$ cat src/rtl/dma_xfer_ctrl.sv
// Single-channel memory-to-memory copy engine: alternates one read and one write
// per word from src to dst, with abort and a one-cycle done pulse.
module dma_xfer_ctrl #(
    parameter int unsigned ADDR_W = 10,
    parameter int unsigned DATA_W = 8
) (
    input  logic              clk,
    input  logic              nMR,
    input  logic              start,
    input  logic              abort,
    input  logic [ADDR_W-1:0] src,
    input  logic [ADDR_W-1:0] dst,
    input  logic [ADDR_W-1:0] len,
    input  logic              mem_ack,
    input  logic [DATA_W-1:0] rdata,
    output logic [ADDR_W-1:0] addr,
    output logic              rd,
    output logic              wr,
    output logic [DATA_W-1:0] wdata,
    output logic              busy,
    output logic              done,
    output logic [ADDR_W-1:0] remaining
);

    typedef enum logic [1:0] {
        StIdle  = 2'd0,
        StRead  = 2'd1,
        StWrite = 2'd2,
        StDone  = 2'd3
    } state_e;

    state_e             state_q, state_d;
    logic [ADDR_W-1:0]  src_ptr_q, src_ptr_d;
    logic [ADDR_W-1:0]  dst_ptr_q, dst_ptr_d;
    logic [ADDR_W-1:0]  remaining_q, remaining_d;
    logic [DATA_W-1:0]  wdata_q, wdata_d;

    always_ff @(posedge clk or negedge nMR) begin
        if (!nMR) begin
            state_q     <= StIdle;
            src_ptr_q   <= '0;
            dst_ptr_q   <= '0;
            remaining_q <= '0;
            wdata_q     <= '0;
        end else begin
            state_q     <= state_d;
            src_ptr_q   <= src_ptr_d;
            dst_ptr_q   <= dst_ptr_d;
            remaining_q <= remaining_d;
            wdata_q     <= wdata_d;
        end
    end

    always_comb begin
        state_d     = state_q;
        src_ptr_d   = src_ptr_q;
        dst_ptr_d   = dst_ptr_q;
        remaining_d = remaining_q;
        wdata_d     = wdata_q;

        unique case (state_q)
            StIdle: begin
                if (start) begin
                    src_ptr_d   = src;
                    dst_ptr_d   = dst;
                    remaining_d = len;
                    state_d     = (len == '0) ? StDone : StRead;
                end
            end
            StRead: begin
                // abort wins over a coincident ack, leaving all fields frozen
                if (abort) begin
                    state_d = StIdle;
                end else if (mem_ack) begin
                    wdata_d = rdata;
                    state_d = StWrite;
                end
            end
            StWrite: begin
                if (abort) begin
                    state_d = StIdle;
                end else if (mem_ack) begin
                    src_ptr_d   = src_ptr_q + ADDR_W'(1);
                    dst_ptr_d   = dst_ptr_q + ADDR_W'(1);
                    remaining_d = remaining_q - ADDR_W'(1);
                    state_d     = (remaining_q == ADDR_W'(1)) ? StDone : StRead;
                end
            end
            StDone: begin
                state_d = StIdle;
            end
            default: begin
                state_d = StIdle;
            end
        endcase
    end

    always_comb begin
        rd   = (state_q == StRead);
        wr   = (state_q == StWrite);
        busy = rd | wr;
        done = (state_q == StDone);
        addr = '0;
        if (rd) begin
            addr = src_ptr_q;
        end else if (wr) begin
            addr = dst_ptr_q;
        end
    end

    assign wdata     = wdata_q;
    assign remaining = remaining_q;

endmodule

$ cat config.mk
export PLATFORM = sky130hd
export DESIGN_NAME = dma_xfer_ctrl
export DESIGN_NICKNAME = d
export VERILOG_FILES = /design/src/rtl/dma_xfer_ctrl.sv
export SDC_FILE = /design/constraint.sdc
export NUM_CORES = 1
export LEC_CHECK = 0
export ABC_AREA = 1
export BUFFER_PORTS_ARGS = -buffer_cell sky130_fd_sc_hd__buf_4
export CORE_MARGIN = 2
export CORE_UTILIZATION = 50
export CTS_CLUSTER_DIAMETER = 40
export DETAILED_ROUTE_END_ITERATION = 12
export PLACE_DENSITY_LB_ADDON = 0.25
export SLEW_MARGIN = 20
export SYNTH_ARGS = -nofsm -noshare
export SYNTH_HDL_FRONTEND = slang
export SYNTH_SLANG_ARGS = --single-unit
$ cat constraint.sdc
create_clock -name clk -period 2 [get_ports clk]
set_input_delay 0.1 -clock clk [delete_from_list [all_inputs] [get_ports clk]]
set_output_delay 0.1 -clock clk [all_outputs]
set_load 0.05 [all_outputs]
# == Yosys cells after proc, flatten, opt, wreduce, memory -nomap -nowiden ==
# Cells that the tools add are included.
# op_classes
n_addsub,3
muxes,22
n_eq_ne,9
reduce_logical,6
bitwise,2
# ops
operator,n
10-bit 2-to-1 mux,11
10-bit case mux with 2 select lines,3
"10-bit by 1-bit adder with 10-bit output, second input constant",2
2-bit 2-to-1 mux,7
"10-bit by 1-bit equality test with 1-bit output, second input constant",1
10-bit logical NOT,1
"10-bit by 1-bit subtractor with 10-bit output, second input constant",1
2-bit case mux with 4 select lines,1
"2-bit != test, second input constant",3
"3-bit != test, second input constant",2
3-bit AND reduction,2
"2-bit equality test, second input constant",2
4-bit AND reduction,1
"2-bit by 1-bit equality test with 1-bit output, second input constant",1
2-bit logical NOT,1
2-bit nonzero test,1
1-bit inverter,1
1-bit bitwise OR,1
# word_totals
out_inout_bits,32
wordCells,47
in_bits,43
reg_bits,40

# == Logic depth before layout (Yosys ltp) ==
# logic_depth
word_depth,5
depth_mapped,10
depth_no_buf,10

# == Worst setup path after synthesis ==
# Ideal clock, no wire load.
# synth_timing
path_kind,register -> output
start,register state_q[0]
end,output port addr[0]
stages_incl_launch_ff,7
required_time_ps,1900
t_arrival_ps,2521
slack_ps,-621
cell_sequence,dfrtp_1 inv_1 ha_1 buf_6 buf_2 nand2_1 o21ai_0
# synth_via
elab_chain_len,3
word_cells_on_any_way,4
classes_between,2 x eq/ne; 2 x mux
# synth_rtl
item,line,text
from (decl),32,"state_e state_q, state_d;"
from (signal assigned),40,state_q <= StIdle;
from (signal assigned),46,state_q <= state_d;
2-bit equality test,100,wr = (state_q == StWrite);
net wr,18,"output logic wr,"
10-bit 2-to-1 mux,106,end else if (wr) begin
10-bit 2-to-1 mux,104,if (rd) begin
to (decl),16,"output logic [ADDR_W-1:0] addr,"
# The timed path passes the listed nets, and every way through them passes these cells.

# == Worst setup path in the final report ==
# layout_timing
start,register state_q[1]
end,output port addr[5]
# layout_via
elab_chain_len,3
word_cells_on_any_way,4
classes_between,2 x eq/ne; 2 x mux
# layout_rtl
item,line
2-bit equality test,100
10-bit 2-to-1 mux,106
10-bit 2-to-1 mux *,104
# Every way passes the cells marked *; elsewhere a longest branch is shown, timed or not.

==> results_dict.tcl <==
set metrics [dict create \
    antenna_found_initial 0 \
    io_buffers 74 \
    grt_pass1_vias 2636 \
    worst_slew_pin_slew_ns 0.5877 \
    core_um2 5172 \
    die_h_um 77.45 \
    rows 26 \
    grt_max_degree 41 \
    critPathKind "reg2out" \
    syn2layout_area_growth_pct 32.24 \
    die-area_um2 5999 \
    root_buffer "clkbuf_8" \
    grt_setup_unrepaired "false" \
    wire_per_inst_um 12.64 \
    cp_max_fo 10 \
    cp.arrival_ns 1.77 \
    leakage_nw 1.772 \
    grt_pass1_wl_um 11680 \
    postLayoutSetupSlackWorst_ns 0.1262 \
    hpwl_um 5059 \
    maxSlewHeadroom 0.6077 \
    grt_usage 0.2365 \
    viasPerCell 5.138 \
    ant_nets 0 \
    netlist_area_um2 2698 \
    syn_area_per_cell_um2 6.917 \
    synth_fp_nets 442 \
    fin_tns_setup_ns 0 \
    crit_path_end_kind "output port" \
    drc_errors 0 \
    synth-edff-count 0 \
    ys_types 29 \
    crit_path_start_kind "flip-flop" \
    hp-class "in2reg" \
    overflow 0 \
    cts_buffer_depth 2 \
    cts_made_buffers 5 \
    fin_crit_ns 1.874 \
    synth_top_cell_by_area "dfrtp_1" \
    finClkSkew_ns 0.002956 \
    synth-seq-cells 40 \
    path_clk_slew_ns 0.08 \
    cap_violations 0 \
    dpl_cell_area_um2 3413 \
    drv_slew 0 \
    wl_um 6798 \
    period_share 0.9369 \
    diodes 0 \
    dp_slack_ns 0.2126 \
    yosysTopAreaCellShare 0.3711 \
    seq_area_frac_synth 0.3711 \
    firstDrtPassIters 4 \
    vias 2764 \
    hold_viol_final 0 \
    crit_required_ns 1.90 \
    p_per_area_nw_per_um2 1896 \
    drt-initial-drc-count 150 \
    clk_latency_ns 0.29 \
    max_freq_ghz 0.5337 \
    start_util 0.5215 \
    drive_gt1_frac 0.2585 \
    synthFlopType "dfrtp_1" \
    gp_congestion 0.8873 \
    yosysWarnings 0 \
    htree_levels 2 \
    setup_violations 0 \
    finish.utilization 0.6896 \
    synth_cells 390 \
    io_pins 75 \
    nets 519 \
    fillers 479 \
    irDropWorstVdd_uv 1223 \
    clkSinkCount 40 \
    design_area_um2 3567 \
    status "finished, final reports clean" \
    async_flop_share 1.000 \
    synthTopCellsByArea "dfrtp_1 37%, nand2_1 13%, nor2_1 11%" \
    die_x_um 77.45 \
    cts_tree "built" \
]
state kept, by name, indices dropped and copies added (netlist names):
register,count
src_ptr_q,10
dst_ptr_q,10
remaining,10
wdata,8
state_q,2
layout make-up:
class	count	area, µm²	share of cell area
multi-input combinational	294	1572	0.4405
sequential	40	1002	0.2810
tap	70	87.58	0.02455
timing repair buffer	84	653.1	0.1831
clock inverter	2	10.01	0.002806
inverter	42	160.2	0.04490
clock buffer	6	82.58	0.02315
kinds of logic after synthesis:
| family | share of synthesized area |
|---|---|
| AND/OR/NAND/NOR | 0.3200 |
| XOR/XNOR | 0.009742 |
| AO/OA/AOI/OAI | 0.1294 |
| flip-flops | 0.3711 |
| buffers and inverters | 0.09462 |
| adder cells (fa/ha/maj) | 0.04174 |
| multiplexers | 0.03340 |
Yosys cell counts (5+ instances only):
| cell type | instances |
|---|---|
| inv_1 | 41 |
| buf_2 | 7 |
| a21oi_1 | 8 |
| nand2_1 | 96 |
| dfrtp_1 | 40 |
| nor2_1 | 78 |
| o21ai_0 | 35 |
| nand4_1 | 5 |
| mux2_2 | 8 |
| nand3_1 | 28 |
| ha_1 | 9 |
| o22ai_1 | 8 |
path summary, 6_finish.rpt:
kind	slack, ns	end	from	cells past startpoint
max	0.13	addr[5]	state_q[1]	7
min	0.04	wdata[4]	rdata[4]	2
min in group asynchronous	0.32	remaining[6]	nMR	2
max in group asynchronous	1.29	state_q[1]	nMR	2
min reg2reg	0.49	dst_ptr_q[9]	dst_ptr_q[9]	2
max reg2reg	0.25	dst_ptr_q[4]	state_q[0]	9
worst max-delay path: stages (launching register included):
cell     delay, ns
dfrtp_2       0.41
inv_1         0.09
ha_2          0.22
inv_2         0.12
buf_8         0.19
nand3_1       0.14
o21ai_4       0.08
buf_4         0.21
power breakdown:
group          total [mW]  internal (mW)  switching [mW]
sequential           1.65           1.23           0.425
combinational        4.55           1.51            3.03
clock               0.562          0.276           0.286
total                6.76           3.02            3.74
layer usage:
metal / vias to the layer above / GRT usage / share of wire
met5: - / 0 / 0
met4: 0 / 0.04286 / 0.0041
met3: 2 / 0.05000 / 0.062
met2: 95 / 0.4217 / 0.50
met1: 1261 / 0.2974 / 0.44
li1: 1406 / - / -
what timing repair did:
action / CTS / global route
buffers inserted: 0 / 5
gates resized for setup: 1 / 4
hold buffers: 1 / 0
hold endpoints to repair: 40 / 0
endpoints found under the setup margin: 1 / 11
stage by stage:
step	hold WS, ns	std cells	power (mW)
6_report	0.03848	538	6.763
5_1_grt	0.03863	538	7.263
4_1_cts	0.03364	533	6.719
3_5_place_dp	0.1168	524	6.123
3_3_place_gp	0.1170	524	6.020
2_1_floorplan	-0.1956	390	5.036
placed cells by master, fill, tap and decap left out, drive strengths merged:
master	netlist	final
clkinv	0	2
o211ai	1	1
nand4	5	5
a31oi	2	2
nor2	78	78
nand2	98	98
nor3	3	3
clkbuf	1	6
xor2	2	2
buf	13	83
dlygate4sd3	0	1
o22ai	8	8
a21oi	9	9
or2	1	1
inv	42	42
o31ai	3	3
mux2	8	8
ha	9	9
dfrtp	40	40
nand3	28	28
o21ai	38	38
xnor2	1	1
Note: power is estimated with default switching activity, not from simulation.
